$ cat src/rtl/sw_evt_trig_timed_if.sv
// Peripheral bus port of the software event trigger unit: request side plus
// the registered response channel.
interface sw_evt_trig_timed_if #(
  parameter int ID_W = 5
);
  logic            req_i;
  logic [31:0]     add_i;
  logic            we_n_i;
  logic [31:0]     wdata_i;
  logic [3:0]      be_i;
  logic [ID_W-1:0] id_i;
  logic            gnt_o;
  logic            r_valid_o;
  logic [31:0]     r_rdata_o;
  logic [ID_W-1:0] r_id_o;
  logic            r_opc_o;

  modport master (
    output req_i, add_i, we_n_i, wdata_i, be_i, id_i,
    input  gnt_o, r_valid_o, r_rdata_o, r_id_o, r_opc_o
  );

  modport slave (
    input  req_i, add_i, we_n_i, wdata_i, be_i, id_i,
    output gnt_o, r_valid_o, r_rdata_o, r_id_o, r_opc_o
  );
endinterface

$ cat src/rtl/sw_evt_trig_timed.sv
// Software event trigger: immediate or delayed event pulses to a set of cores,
// one countdown channel per event, all state readable over the peripheral bus.
module sw_evt_trig_timed #(
  parameter int NB_CORES  = 8,
  parameter int NB_SW_EVT = 8,
  parameter int CNT_W     = 16,
  parameter int ID_W      = 5
) (
  input  logic                                 clk_i,
  input  logic                                 rst_i,
  sw_evt_trig_timed_if.slave                   bus,
  output logic [NB_CORES-1:0][NB_SW_EVT-1:0]   sw_events_o
);

  typedef enum logic {IDLE, ARMED} state_e;

  state_e              state_q [NB_SW_EVT];
  state_e              state_d [NB_SW_EVT];
  logic [CNT_W-1:0]    cnt_q   [NB_SW_EVT];
  logic [CNT_W-1:0]    cnt_d   [NB_SW_EVT];
  logic [NB_CORES-1:0] mask_q  [NB_SW_EVT];
  logic [NB_CORES-1:0] mask_d  [NB_SW_EVT];

  logic [NB_CORES-1:0][NB_SW_EVT-1:0] sw_events_q, sw_events_d;

  logic            r_valid_q, r_valid_d;
  logic [31:0]     r_rdata_q, r_rdata_d;
  logic [ID_W-1:0] r_id_q, r_id_d;
  logic            r_opc_q, r_opc_d;

  logic [2:0]           evt;
  logic [1:0]           region;
  logic                 evt_ok;
  logic                 wr;
  logic                 rd;
  logic [NB_SW_EVT-1:0] armed;
  logic                 unused_bits;

  assign evt    = bus.add_i[4:2];
  assign region = bus.add_i[6:5];
  assign evt_ok = int'(evt) < NB_SW_EVT;
  assign wr     = bus.req_i && !bus.we_n_i;
  assign rd     = bus.req_i && bus.we_n_i;

  assign bus.gnt_o     = bus.req_i;
  assign bus.r_valid_o = r_valid_q;
  assign bus.r_rdata_o = r_rdata_q;
  assign bus.r_id_o    = r_id_q;
  assign bus.r_opc_o   = r_opc_q;
  assign sw_events_o   = sw_events_q;

  assign unused_bits = ^{bus.be_i, bus.add_i, bus.wdata_i};

  // An all-zero target mask addresses every core.
  function automatic logic [NB_CORES-1:0] expand(input logic [NB_CORES-1:0] m);
    return (m == '0) ? '1 : m;
  endfunction

  always_comb begin
    state_d     = state_q;
    cnt_d       = cnt_q;
    mask_d      = mask_q;
    sw_events_d = '0;
    r_rdata_d   = '0;
    armed       = '0;
    r_valid_d   = bus.req_i;
    r_id_d      = bus.req_i ? bus.id_i : '0;
    r_opc_d     = bus.req_i && (region != 2'b11) && !evt_ok;

    for (int i = 0; i < NB_SW_EVT; i++) begin
      logic                hit;
      logic                delayed_fire;
      logic [NB_CORES-1:0] tgt;
      hit          = evt == 3'(i);
      delayed_fire = 1'b0;
      tgt          = '0;
      armed[i]     = state_q[i] == ARMED;

      if (state_q[i] == ARMED) begin
        if (cnt_q[i] == CNT_W'(1)) begin
          delayed_fire = 1'b1;
          state_d[i]   = IDLE;
          cnt_d[i]     = '0;
        end else begin
          cnt_d[i] = cnt_q[i] - CNT_W'(1);
        end
      end

      // A DELAY write overrides whatever the countdown would have done this cycle.
      if (wr && hit) begin
        case (region)
          2'b00: tgt = expand(bus.wdata_i[NB_CORES-1:0]);
          2'b01: mask_d[i] = bus.wdata_i[NB_CORES-1:0];
          2'b10: begin
            delayed_fire = 1'b0;
            state_d[i]   = IDLE;
            cnt_d[i]     = '0;
            if (!bus.wdata_i[31]) begin
              if (bus.wdata_i[CNT_W-1:0] == '0) begin
                tgt = expand(mask_q[i]);
              end else begin
                state_d[i] = ARMED;
                cnt_d[i]   = bus.wdata_i[CNT_W-1:0];
              end
            end
          end
          default: ;
        endcase
      end

      // Delayed fires see the mask as it stands in the cycle the pulse appears.
      if (delayed_fire) begin
        tgt = tgt | expand(mask_d[i]);
      end

      for (int c = 0; c < NB_CORES; c++) begin
        sw_events_d[c][i] = tgt[c];
      end

      if (rd && hit) begin
        case (region)
          2'b01:   r_rdata_d = 32'(mask_q[i]);
          2'b10:   r_rdata_d = 32'(cnt_q[i]);
          default: ;
        endcase
      end
    end

    if (rd && region == 2'b11) begin
      r_rdata_d = 32'(armed);
    end
  end

  always_ff @(posedge clk_i) begin
    if (rst_i) begin
      for (int i = 0; i < NB_SW_EVT; i++) begin
        state_q[i] <= IDLE;
        cnt_q[i]   <= '0;
        mask_q[i]  <= '0;
      end
      sw_events_q <= '0;
      r_valid_q   <= 1'b0;
      r_rdata_q   <= '0;
      r_id_q      <= '0;
      r_opc_q     <= 1'b0;
    end else begin
      for (int i = 0; i < NB_SW_EVT; i++) begin
        state_q[i] <= state_d[i];
        cnt_q[i]   <= cnt_d[i];
        mask_q[i]  <= mask_d[i];
      end
      sw_events_q <= sw_events_d;
      r_valid_q   <= r_valid_d;
      r_rdata_q   <= r_rdata_d;
      r_id_q      <= r_id_d;
      r_opc_q     <= r_opc_d;
    end
  end

endmodule

$ cat src/flat_wrapper.sv
// flat-port wrapper written by rule: the top's interface ports become plain ports
module sw_evt_trig_timed_flat 
#(
  parameter int NB_CORES  = 8,
  parameter int NB_SW_EVT = 8,
  parameter int CNT_W     = 16,
  parameter int ID_W      = 5
)
  (clk_i, rst_i, sw_events_o, bus_req_i, bus_add_i, bus_we_n_i, bus_wdata_i, bus_be_i, bus_id_i, bus_gnt_o, bus_r_valid_o, bus_r_rdata_o, bus_r_id_o, bus_r_opc_o);
  sw_evt_trig_timed_if #(.ID_W(ID_W)) bus_i ();
  input  logic clk_i;
  input  logic rst_i;
  output logic [NB_CORES-1:0][NB_SW_EVT-1:0] sw_events_o;
  input wire logic [$bits(bus_i.req_i)-1:0] bus_req_i;
  input wire logic [$bits(bus_i.add_i)-1:0] bus_add_i;
  input wire logic [$bits(bus_i.we_n_i)-1:0] bus_we_n_i;
  input wire logic [$bits(bus_i.wdata_i)-1:0] bus_wdata_i;
  input wire logic [$bits(bus_i.be_i)-1:0] bus_be_i;
  input wire logic [$bits(bus_i.id_i)-1:0] bus_id_i;
  output wire logic [$bits(bus_i.gnt_o)-1:0] bus_gnt_o;
  output wire logic [$bits(bus_i.r_valid_o)-1:0] bus_r_valid_o;
  output wire logic [$bits(bus_i.r_rdata_o)-1:0] bus_r_rdata_o;
  output wire logic [$bits(bus_i.r_id_o)-1:0] bus_r_id_o;
  output wire logic [$bits(bus_i.r_opc_o)-1:0] bus_r_opc_o;
  assign bus_i.req_i = bus_req_i;
  assign bus_i.add_i = bus_add_i;
  assign bus_i.we_n_i = bus_we_n_i;
  assign bus_i.wdata_i = bus_wdata_i;
  assign bus_i.be_i = bus_be_i;
  assign bus_i.id_i = bus_id_i;
  assign bus_gnt_o = bus_i.gnt_o;
  assign bus_r_valid_o = bus_i.r_valid_o;
  assign bus_r_rdata_o = bus_i.r_rdata_o;
  assign bus_r_id_o = bus_i.r_id_o;
  assign bus_r_opc_o = bus_i.r_opc_o;
  sw_evt_trig_timed #(.NB_CORES(NB_CORES), .NB_SW_EVT(NB_SW_EVT), .CNT_W(CNT_W), .ID_W(ID_W)) u_core (.clk_i(clk_i), .rst_i(rst_i), .bus(bus_i), .sw_events_o(sw_events_o));
endmodule
$ cat config.mk
export PLATFORM = sky130hd
export DESIGN_NAME = sw_evt_trig_timed_flat
export DESIGN_NICKNAME = d
export VERILOG_FILES = /design/src/rtl/sw_evt_trig_timed_if.sv /design/src/rtl/sw_evt_trig_timed.sv /design/src/flat_wrapper.sv
export SDC_FILE = /design/constraint.sdc
export NUM_CORES = 1
export LEC_CHECK = 0
export CELL_PAD_IN_SITES_DETAIL_PLACEMENT = 0
export CELL_PAD_IN_SITES_GLOBAL_PLACEMENT = 1
export CORE_ASPECT_RATIO = 0.9
export CORE_UTILIZATION = 46
export CTS_CLUSTER_DIAMETER = 100
export CTS_CLUSTER_SIZE = 28
export DETAILED_ROUTE_END_ITERATION = 8
export PLACE_DENSITY = 0.82
export SLEW_MARGIN = 10
export SYNTH_ARGS = -nofsm -noshare
export SYNTH_HDL_FRONTEND = slang
export SYNTH_SLANG_ARGS = --single-unit
$ cat constraint.sdc
create_clock -name clk_i -period 3.8 [get_ports clk_i]
set_input_delay 0.76 -clock clk_i [delete_from_list [all_inputs] [get_ports clk_i]]
set_output_delay 0.76 -clock clk_i [all_outputs]
set_load 0.005 [all_outputs]
=== Word-level counts from Yosys, hierarchy flattened ===
Index checks and enable logic that the tools add are counted.

* Latch bits: 0
* Output and inout bits: 104
* Memories: 0
* Logic and storage cells: 303
* Memory bits (writable): 0
* Input bits: 77
* Flip-flop bits (word level): 302
* ROM bits: 0

* Shift operators: 0
* Muxes and demuxes: 190
* $lt $le $gt $ge: 0
* Eq/ne operators: 18
* Add/sub/neg operators: 8
* Div/mod/pow operators: 0
* Reduce and logical (&&, ||, !) cells: 42
* Bitwise logic cells: 9
* Multipliers: 0

{| class="wikitable"
|+ Operators with widths
! operator !! count
|-
| $mux 16 || 34
|-
| $mux 8 || 66
|-
| $pmux 32 s2 || 7
|-
| $mux 32 || 8
|-
| $logic_not 8->1 || 17
|-
| $eq 16x1->1 const B || 8
|-
| $pmux 8 s2 || 8
|-
| $sub 16x1->16 const B || 8
|-
| $mux 1 || 66
|-
| $or 8x8->8 || 8
|-
| $pmux 16 s2 || 1
|-
| $logic_and 1x1->1 || 19
|-
| $logic_not 16->1 || 1
|-
| $eq 3x3->1 const B || 4
|-
| $eq 3x2->1 const B || 2
|-
| $eq 2x2->1 const B || 2
|-
| $reduce_or 2->1 || 2
|-
| $eq 3x1->1 const B || 1
|-
| $logic_not 3->1 || 1
|-
| $eq 2x1->1 const B || 1
|-
| $logic_not 2->1 || 1
|-
| $logic_not 1->1 || 1
|-
| $not 1->1 || 1
|}

=== Logic depth before layout (Yosys ltp) ===
Gate-level depths: netlist (run 1).

* Depth in word-level cells: 18
* Gate-level depth with buffers: 9
* Mapped depth without buffers: 7

=== Least setup slack after synthesis (run 1) ===
Ideal clock, no wire load.

* Path kind: input -> register
* Start point: input port bus_add_i[3]
* End point: register u_core.sw_events_q (netlist bit u_core.sw_events_o[57])
* Buffers on the path: 3
* Required time: 3.683 ns
* Path slack: 1.130 ns
* Arrival time: 2.554 ns
* Setup time: 0.117 ns
* Stages on the path: 8
* Cells stage by stage: buf_2 buf_1 nor2_1 nand4_1 clkbuf_1 mux2i_1 nand2_1 a22o_1

* Cells in the longest elaborated chain, start to end: 7
* Elaborated cells on any way between the ends: 9
* Classes of those cells: eq/ne: 1; mux: 5; bitwise: 1; reduce/logical: 2

{| class="wikitable"
|+ Ends and longest elaborated chain
! item !! line !! RTL
|-
| start, declared || flat_wrapper.sv:15 || <nowiki>input wire logic [$bits(bus_i.add_i)-1:0] bus_add_i;</nowiki>
|-
| $eq 3x1->1 (*) || sw_evt_trig_timed.sv:74 || <nowiki>hit = evt == 3'(i);</nowiki>
|-
| $logic_and 1x1->1 (*) || sw_evt_trig_timed.sv:90 || <nowiki>if (wr && hit) begin</nowiki>
|-
| $mux 8 || sw_evt_trig_timed.sv:90 ||
|-
| $logic_not 8->1 || sw_evt_trig_timed.sv:56 || <nowiki>return (m == '0) ? '1 : m;</nowiki>
|-
| $mux 8 || sw_evt_trig_timed.sv:56 ||
|-
| $or 8x8->8 || sw_evt_trig_timed.sv:113 || <nowiki>tgt = tgt | expand(mask_d[i]);</nowiki>
|-
| $mux 8 (*) || sw_evt_trig_timed.sv:112 || <nowiki>if (delayed_fire) begin</nowiki>
|-
| end signal, assigned || sw_evt_trig_timed.sv:152 || <nowiki>sw_events_q <= sw_events_d;</nowiki>
|-
| end, declared || sw_evt_trig_timed.sv:24 || <nowiki>logic [NB_CORES-1:0][NB_SW_EVT-1:0] sw_events_q, sw_events_d;</nowiki>
|}

Every way passes the cells marked *; elsewhere a longest branch is shown, timed or not.
A chain may end at the register's enable or synchronous reset.

=== Worst setup path after layout (run 1) ===
* Start point: input port bus_req_i
* End point: output port bus_gnt_o

{| class="wikitable"
|+ RTL lines
! item !! line !! RTL
|-
| start, declared || flat_wrapper.sv:14 || <nowiki>input wire logic [$bits(bus_i.req_i)-1:0] bus_req_i;</nowiki>
|-
| end, declared || flat_wrapper.sv:20 || <nowiki>output wire logic [$bits(bus_i.gnt_o)-1:0] bus_gnt_o;</nowiki>
|}

No word-level cell between the ends.

==> flow_metrics.py, run 1 <==
metrics = {
    "logic_synthesis": {
        "ys_seq_elements": 286,
        "ys_warn_count": 0,
        "synthTopCellsByArea": "dfxtp_1 (35%), nor2_1 (5.8%), a21oi_1 (3.6%)",
        "synth_edf_count": 0,
        "syn_inst": 1996,
        "yosys.cell_types.count": 78,
        "avgSynthCellArea_um2": 8.08,
        "mappedNetlistArea_um2": 16100,
        "yosys.area.top_type": "dfxtp_1",
        "yosysSeqAreaShare_pct": 35.5,
        "async_flop_share_pct": 0,
        "ys.flop_type": "dfxtp_1",
        "synth_top_cell_area_share_pct": 35.5,
    },
    "sta": {
        "tns_ns": 0,
        "hold_violations": 0,
        "finalCriticalPeriod_ns": 3.05,
        "worst_pin_slew_ns": 1.18,
        "rsz0062_at_grt": "no",
        "setup_violations": 0,
        "timing.final.crit_share_pct": 80.3,
        "max_freq_mhz": 328,
        "drv_slew": 0,
        "relSlewSlack_pct": 19.9,
        "clock_skew_ns": 0.0272,
        "setup_ws_ns": 0.748,
    },
    "layout": {
        "instances_no_fill": 2570,
        "drive_gt1_share_pct": 8.93,
        "fin_area_um2": 18600,
        "syn2layout_area_growth_pct": 15.4,
        "final_common_cell": "dfxtp_1",
        "mostFrequentLayoutCells": "dfxtp_1 (286), nor2_1 (251), nand2_1 (154)",
        "fin_nets": 2202,
    },
    "placement": {
        "port_buffers": 117,
        "post-place-cells": 2550,
        "dpl-instance-area_um2": 18200,
        "gp_congestion": 0.984,
        "pre_cts_ws_ns": 0.372,
        "dp_hpwl_mm": 48.6,
    },
    "worst_setup_path": {
        "worstPathMaxFanout": 16,
        "crit_family": "buffers and inverters",
        "crit_slowest_cell": "clkdlybuf4s50_1",
        "cpPeakStageDelay_ns": 0.90,
        "end_kind": "output pin",
        "worst-path-buf-inv": 2,
        "critPathLaunchType": "input port",
        "path_cells": "clkdlybuf4s50_1 > clkdlybuf4s50_1",
        "path_class": "input port to output pin",
        "crit_top_cell": "clkdlybuf4s50_1",
        "cp.required_ns": 3.04,
        "arrival_ns": 2.29,
    },
    "clock_tree": {
        "h-tree-depth": 1,
        "cts.sinks": 286,
        "cts_resized": 0,
        "postCtsSetupBuffers": 0,
        "ctsHoldBuffers": 0,
        "cts_buffers": 14,
        "root_buffer": "clkbuf_16",
        "clk_pin_slew_ns": 0.12,
        "clock_latency_ns": 0.54,
        "cts_tree": "built",
        "clockBufferDepth": 3,
    },
    "pwr": {
        "powerDensity_nw_per_um2": 295,
        "p_total_mw": 5.49,
        "leakagePower_nw": 6.94,
        "ir_worst_vdd_v": 0.000238,
    },
    "floorplan": {
        "initial_utilization_pct": 47.1,
        "io_pins": 181,
        "die_w_um": 199,
        "core_area_um2": 34300,
        "die_area_um2": 35800,
        "num_rows": 64,
        "die_y_um": 180,
    },
    "grt": {
        "antenna_found_initial": 2,
        "grt_max_degree": 62,
        "grt_overflow": 0,
        "grt_pass1_wl_mm": 97.5,
        "grt_pass1_vias": 15300,
        "grt_use_total_pct": 36.2,
    },
    "outcome": {
        "status": "complete, no violations",
    },
    "routing": {
        "drt_wl_total_mm": 66.2,
        "vias": 16700,
        "routedWlPerCell_um": 25.7,
        "first_pass_iters": 6,
        "drt_iter0_markers": 2236,
        "detail-route-antenna-nets": 0,
        "drcViolationCount": 0,
        "vias_per_cell": 6.51,
    },
    "min_path": {
        "hold_class": "flop to flop",
    },
    "run": {
        "drv_cap": 0,
    },
}
[routing by layer]
| metal | up-vias | track usage (%) | wire length [µm] |
|---|---|---|---|
| li1 | 7505 | - | - |
| met1 | 8034 | 52.1 | 28000 |
| met2 | 1019 | 53.3 | 27900 |
| met3 | 182 | 6.96 | 7140 |
| met4 | 0 | 13.3 | 3030 |
| met5 | - | 0 | 0 |
[through the flow]
stage / utilization, % / hold slack [ns]
final: 54.3 / 0.497
after global routing: 54.3 / 0.530
after CTS: 54.3 / 0.494
after detailed placement: 53.1 / 0.479
after global placement: 53.1 / 0.470
after floorplan: - / 0.453
[layout make-up]
class                      instances  area [µm²]
clock buffer                      16         389
multi-input combinational       1539        9710
sequential                       286        5730
clock inverter                     2        23.8
antenna                            2        5.00
fill                            3339       15700
inverter                          37         139
tap                              462         578
timing repair buffer             226        2040
[registers in the layout, summed over array words and instances (netlist names)]
name / flops
u_core.armed: 8
u_core.bus.r_id_o: 5
u_core.bus.r_rdata_o: 16
u_core.bus.r_valid_o: 1
u_core.cnt_q: 128
u_core.mask_q: 64
u_core.sw_events_o: 64
[synth_stat cells, types with 9 or more instances]
cell type / n
a211oi_1: 25
and2_1: 20
o211ai_1: 9
nand4b_1: 9
a22o_1: 48
dfxtp_1: 286
o22ai_1: 30
nor2b_1: 21
or4_1: 19
nor2_1: 251
a22oi_1: 66
xor2_1: 42
a2bb2oi_1: 19
inv_1: 36
mux2i_1: 58
ha_1: 21
or2_2: 12
xnor2_1: 62
nand2_1: 154
nor3_1: 62
and3_1: 9
buf_2: 12
nand2b_1: 13
or3_1: 16
clkbuf_1: 112
a31oi_1: 12
nand4_1: 23
nor4_1: 38
mux2_2: 14
buf_4: 18
a21oi_1: 117
nand3_1: 74
nor4b_1: 15
a21o_1: 18
a221oi_1: 23
o21ai_0: 97
[kinds of logic (layout without fill, tap and decap cells)]
family / count (synthesis) / after routing / synth area share (%)
mux: 72 / 72 / 4.58
flops: 286 / 286 / 35.5
compound gates: 535 / 535 / 22.6
xor+xnor: 104 / 104 / 5.65
simple gates: 790 / 790 / 25.2
fa+ha+maj: 21 / 21 / 1.63
other cells: 1 / 19 / 0.0232
buf+inv: 187 / 281 / 4.87
[where the power goes]
group          switching [mW]  internal [mW]
Sequential             0.0249           3.02
Combinational           0.426          0.198
Clock                    1.08          0.751
Total                    1.53           3.97
[final timing paths]
kind	from	end	slack [ns]	cells after the start
worst max register to register	u_core.cnt_q[5]	u_core.sw_events_o[55]	1.20	5
worst min register to register	u_core.mask_q[24]	u_core.mask_q[24]	0.50	2
worst max-delay path	bus_req_i	bus_gnt_o	0.75	2
worst min-delay path	u_core.mask_q[24]	u_core.mask_q[24]	0.50	2
Note: power is estimated with default switching activity, not from simulation.
==> inputs of run 2 (changes only) <==
--- a/config.mk
+++ b/config.mk
@@ -8,11 +8,11 @@
 export CELL_PAD_IN_SITES_DETAIL_PLACEMENT = 0
 export CELL_PAD_IN_SITES_GLOBAL_PLACEMENT = 1
 export CORE_ASPECT_RATIO = 0.9
-export CORE_UTILIZATION = 46
+export CORE_UTILIZATION = 39
 export CTS_CLUSTER_DIAMETER = 100
 export CTS_CLUSTER_SIZE = 28
 export DETAILED_ROUTE_END_ITERATION = 8
-export PLACE_DENSITY = 0.82
+export PLACE_DENSITY = 0.74
 export SLEW_MARGIN = 10
 export SYNTH_ARGS = -nofsm -noshare
 export SYNTH_HDL_FRONTEND = slang
==> constraint.sdc (replaced) <==
create_clock -name clk_i -period 2.71 [get_ports clk_i]
set_input_delay 0.542 -clock clk_i [delete_from_list [all_inputs] [get_ports clk_i]]
set_output_delay 0.542 -clock clk_i [all_outputs]
set_load 0.005 [all_outputs]
==> run 2 against run 1 <==
- die area increased by 18%
- cell count increased by 12%
- power increased by 46%
- clock-buffer cell count decreased by 1
- worst hold slack got worse by 0.15 ns
- utilization decreased by 3.5 points
- worst setup slack got worse by 0.58 ns
- wire length increased by 6.7%
- global-route usage decreased by 3.3 points
- non-clock buffer count increased by 222
- sequential power increased by 40%
- sequential share of layout area decreased by 3.1 points
- critical path type is now input port to flop
- largest power group unchanged
==> flow_metrics.py, run 2 (same netlist as run 1, synthesis figures left out) <==
metrics = {
    "min_path": {
        "hold_end": "u_core.mask_q[26]",
        "hold_depth": 2,
        "hold_class": "input port to flop",
        "min-delay-start": "rst_i",
    },
    "routing": {
        "drcViolationCount": 0,
        "drt_wl_total_mm": 70.6,
        "drt_iter0_markers": 1988,
        "first_pass_iters": 6,
        "detail-route-antenna-nets": 0,
        "vias": 17400,
        "routedWlPerCell_um": 24.6,
        "vias_per_cell": 6.05,
    },
    "worst_setup_path": {
        "ff2ff_setup_slack_ns": 0.27,
        "cpPeakStageDelay_ns": 0.50,
        "reg2reg_depth": 7,
        "crit_slowest_cell": "clkdlybuf4s50_1",
        "reg2reg_from": "u_core.cnt_q[12]",
        "critPathLaunch": "bus_add_i[5]",
        "worstPathMaxFanout": 7,
        "end_kind": "flop",
        "r2r-end": "u_core.sw_events_o[47]",
        "crit_top_cell": "buf_4",
        "critPathLaunchType": "input port",
        "path_class": "input port to flop",
        "cp.required_ns": 3.15,
        "path_cells": "clkdlybuf4s50_1 > inv_1 > buf_4 > ha_1 > nand2_1 > nor2_1 > buf_4 > or3_1 > buf_4 > o22ai_1",
        "arrival_ns": 2.99,
    },
    "placement": {
        "dpl-instance-area_um2": 20200,
        "port_buffers": 117,
        "post-place-cells": 2850,
        "dp_hpwl_mm": 54.2,
        "pre_cts_ws_ns": -0.375,
        "gp_congestion": 0.994,
    },
    "layout": {
        "final_core_util_pct": 50.8,
        "nFillCells": 3960,
        "fin_nets": 2425,
        "syn2layout_area_growth_pct": 28.4,
        "drive_gt1_share_pct": 17.7,
        "largest_register_ffs": 128,
        "regMostFlops": "u_core.cnt_q",
        "multi_input_area_um2": 9710,
        "final_common_cell": "buf_4",
        "antenna_cells": 0,
        "fin_area_um2": 20700,
        "instances_no_fill": 2870,
        "register_area_um2": 5730,
        "mostFrequentLayoutCells": "buf_4 (304), dfxtp_1 (286), nor2_1 (251)",
    },
    "grt": {
        "grt_pass1_wl_mm": 105,
        "grt_overflow": 0,
        "antenna_found_initial": 3,
        "grt_use_total_pct": 32.9,
        "grt_pass1_vias": 16300,
        "grt_max_degree": 60,
    },
    "clock_tree": {
        "cts_buffers": 15,
        "cts_resized": 0,
        "root_buffer": "clkbuf_16",
        "ctsHoldBuffers": 0,
        "postCtsSetupBuffers": 0,
        "clock_latency_ns": 0.54,
        "h-tree-depth": 1,
        "cts_tree": "built",
        "clk_pin_slew_ns": 0.12,
        "clockBufferDepth": 3,
        "cts.sinks": 286,
    },
    "sta": {
        "hold_violations": 0,
        "max_freq_mhz": 393,
        "rsz0062_at_grt": "no",
        "hold_ws_ns": 0.347,
        "drv_slew": 0,
        "worst_pin_slew_ns": 0.928,
        "setup_ws_ns": 0.168,
        "setup_violations": 0,
        "relSlewSlack_pct": 37.6,
        "timing.final.crit_share_pct": 93.8,
        "clock_skew_ns": 0.0321,
        "tns_ns": 0,
        "finalCriticalPeriod_ns": 2.54,
    },
    "floorplan": {
        "die_area_um2": 42200,
        "die_w_um": 216,
        "initial_utilization_pct": 39.6,
        "num_rows": 70,
        "core_area_um2": 40700,
        "io_pins": 181,
        "die_y_um": 195,
    },
    "pwr": {
        "ir_worst_vdd_v": 0.000526,
        "p_total_mw": 8.04,
        "leakagePower_nw": 8.15,
        "powerDensity_nw_per_um2": 388,
    },
    "run": {
        "drv_cap": 0,
    },
    "outcome": {
        "status": "complete, no violations",
    },
}
run 2: cell types whose count changed in the layout (fill, tap and decap cells not counted):
cell        change
a21oi_1         -1
a21oi_2         +1
buf_12         +23
buf_4         +199
bufinv_16       +1
clkbuf_8        -1
clkinv_4        +1
clkinv_8        +1
clkinvlp_4      -1
diode_2         -2
inv_12          -1
inv_16          +1
inv_6           +1
run 2: critical path: cells and delay by family:
| family | cells | cell delay, ns |
|---|---|---|
| compound gates | 1 | 0.17 |
| simple gates | 3 | 0.81 |
| buf+inv | 5 | 1.08 |
| fa+ha+maj | 1 | 0.38 |
run 2: worst max-delay path by stage:
stage,endpoint,slack [ns],cells after the start
2_1_floorplan,u_core.sw_events_o[57],0.26,8
3_5_place_dp,u_core.sw_events_o[34],-0.37,10
5_1_grt,u_core.sw_events_o[34],0.03,10
3_3_place_gp,u_core.cnt_q[22],-0.33,9
6_report,u_core.sw_events_o[20],0.17,10
4_1_cts,u_core.cnt_q[20],0.13,9
run 2: area by class of cell:
| type | instances | area share [%] |
|---|---|---|
| clock inverters | 5 | 0.405 |
| multi-input cells | 1539 | 46.9 |
| repair buffers | 448 | 19.3 |
| inverters | 37 | 0.671 |
| flip-flops and latches | 286 | 27.7 |
| clock buffers | 15 | 1.81 |
| well taps | 540 | 3.26 |
run 2: report_power, final:
group	switching, mW	total (mW)	internal [mW]
sequential	0.0381	4.27	4.23
combinational	0.630	1.06	0.426
clock	1.57	2.72	1.15
run 2: per-layer routing:
metal  routed length [µm]  global-route usage, %  vias to the layer above
li1                     -                      -                     7961
met5                   13                      0                        -
met4                 2400                   10.6                        2
met3                 6150                   5.15                      128
met2                31000                   50.7                      808
met1                31000                   46.7                     8463
==> inputs of run 3 (changes only) <==
--- a/config.mk
+++ b/config.mk
@@ -5,12 +5,12 @@
 export SDC_FILE = /design/constraint.sdc
 export NUM_CORES = 1
 export LEC_CHECK = 0
+export CAP_MARGIN = 5
 export CELL_PAD_IN_SITES_DETAIL_PLACEMENT = 0
 export CELL_PAD_IN_SITES_GLOBAL_PLACEMENT = 1
 export CORE_ASPECT_RATIO = 0.9
 export CORE_UTILIZATION = 39
 export CTS_CLUSTER_DIAMETER = 100
-export CTS_CLUSTER_SIZE = 28
 export DETAILED_ROUTE_END_ITERATION = 8
 export PLACE_DENSITY = 0.74
 export SLEW_MARGIN = 10
==> run 3 against run 2 <==
- combinational power barely moved
- clock-buffer cell count increased by 34
- flip-flop and latch count stayed put
- global-route usage rose by 0.60 points
- first-iteration DRC count up 1.9%
- clock power increased by 89%
- via count rose by 0.92%
- maximum frequency shrank 2.4%
- sequential share of layout area down 0.99 points
- largest cell class unchanged
- largest power group is now clock
==> flow_metrics.py, run 3 (same netlist as run 1, synthesis figures left out) <==
metrics = {
    "sta": {
        "tns_ns": 0,
        "relSlewSlack_pct": 36.9,
        "setup_violations": 0,
        "drv_slew": 0,
        "clock_skew_ns": 0.0196,
        "rsz0062_at_grt": "no",
        "finalCriticalPeriod_ns": 2.61,
        "worst_pin_slew_ns": 0.939,
        "timing.final.crit_share_pct": 96.1,
        "hold_violations": 0,
        "max_freq_mhz": 384,
    },
    "routing": {
        "vias": 17500,
        "detail-route-antenna-nets": 0,
        "first_pass_iters": 7,
        "drt_wl_total_mm": 71.5,
        "met2_length_mm": 30.9,
        "vias_per_cell": 6.02,
        "dr_wl_met3_mm": 6.17,
        "top_layer_used": "met5",
        "drt_iter0_markers": 2026,
        "drt-met1-wl_mm": 31.4,
        "drcViolationCount": 0,
        "routedWlPerCell_um": 24.6,
    },
    "layout": {
        "antenna_cells": 0,
        "mostFrequentLayoutCells": "buf_4 (304), dfxtp_1 (286), nor2_1 (251)",
        "fin_nets": 2445,
        "final_common_cell": "buf_4",
        "syn2layout_area_growth_pct": 33.1,
        "regMostFlops": "u_core.cnt_q",
        "drive_gt1_share_pct": 18.8,
        "final_core_util_pct": 52.7,
        "largest_register_ffs": 128,
        "instances_no_fill": 2912,
    },
    "pwr": {
        "p_total_mw": 10.5,
        "ir_worst_vdd_v": 0.000461,
        "powerDensity_nw_per_um2": 487,
        "leakagePower_nw": 8.52,
    },
    "worst_setup_path": {
        "r2r-end": "u_core.sw_events_o[47]",
        "cp.required_ns": 3.20,
        "arrival_ns": 3.09,
        "path_class": "input port to flop",
        "end_kind": "flop",
        "reg2reg_from": "u_core.cnt_q[6]",
        "reg2reg_depth": 7,
        "worstPathMaxFanout": 11,
        "critPathLaunchType": "input port",
        "ff2ff_setup_slack_ns": 0.29,
    },
    "grt": {
        "antenna_found_initial": 3,
        "grt_pass1_vias": 16600,
        "grt_use_total_pct": 33.5,
        "grt_overflow": 0,
        "grt_pass1_wl_mm": 106,
        "grt_max_degree": 60,
    },
    "clock_tree": {
        "postCtsSetupBuffers": 0,
        "cts_tree": "built",
        "ctsHoldBuffers": 0,
        "cts.sinks": 286,
        "clock_latency_ns": 0.56,
        "cts_buffers": 35,
        "root_buffer": "clkbuf_16",
        "clockBufferDepth": 3,
        "clk_pin_slew_ns": 0.06,
        "h-tree-depth": 2,
        "cts_resized": 0,
    },
    "floorplan": {
        "die_area_um2": 42200,
        "io_pins": 181,
        "initial_utilization_pct": 39.6,
        "core_area_um2": 40700,
        "die_w_um": 216,
        "num_rows": 70,
        "die_y_um": 195,
    },
    "min_path": {
        "min-delay-start": "rst_i",
        "hold_end": "u_core.mask_q[28]",
        "hold_class": "input port to flop",
        "hold_depth": 2,
    },
    "run": {
        "drv_cap": 0,
    },
    "placement": {
        "gp_congestion": 0.994,
        "port_buffers": 117,
        "dp_hpwl_mm": 54.2,
        "post-place-cells": 2850,
    },
    "outcome": {
        "status": "complete, no violations",
    },
}
[run 3: how the worst max path moves through the flow]
stage,from,endpoint,slack [ns]
final,bus_add_i[5],u_core.cnt_q[20],0.10
after global routing,bus_add_i[5],u_core.cnt_q[26],0.01
after CTS,bus_add_i[6],u_core.sw_events_o[34],0.17
after detailed placement,bus_add_i[6],u_core.sw_events_o[34],-0.37
after global placement,bus_add_i[5],u_core.cnt_q[22],-0.33
after floorplan,bus_add_i[3],u_core.sw_events_o[57],0.26
[run 3: metal layers]
layer,vias to the layer above,track usage (%)
met3,171,6.74
met4,4,13.2
li1,8014,-
met2,857,50.5
met5,-,0
met1,8476,46.5
[run 3: worst max-delay path, stage by stage]
cell and delay [ns]:
clkdlybuf4s50_1 0.51, inv_1 0.09, buf_4 0.14, ha_1 0.39, nand2_1 0.24, nor2_1 0.13, a21oi_1 0.75, a22oi_1 0.16
nor2_1 0.13
[run 3: area by class of cell]
class                      instances  area (µm²)
clock buffer                      49        1010
tap                              540         676
timing repair buffer             448        4000
multi-input combinational       1539        9710
inverter                          37         139
fill                            3882       19200
clock inverter                    13         223
sequential                       286        5730
[run 3: through the flow]
step	hold WS, ns	instance area [µm²]	setup slack (ns)
after detailed placement	0.498	20200	-0.375
final	0.340	21500	0.105
after floorplan	0.453	16200	0.258
after global routing	0.346	21500	0.0145
after CTS	0.327	21500	0.168
after global placement	0.482	20200	-0.328
[run 3: power by group]
group / switching [mW] / internal (mW) / total (mW)
registers: 0.0380 / 4.23 / 4.27
logic: 0.631 / 0.425 / 1.06
clock network: 1.97 / 3.18 / 5.14
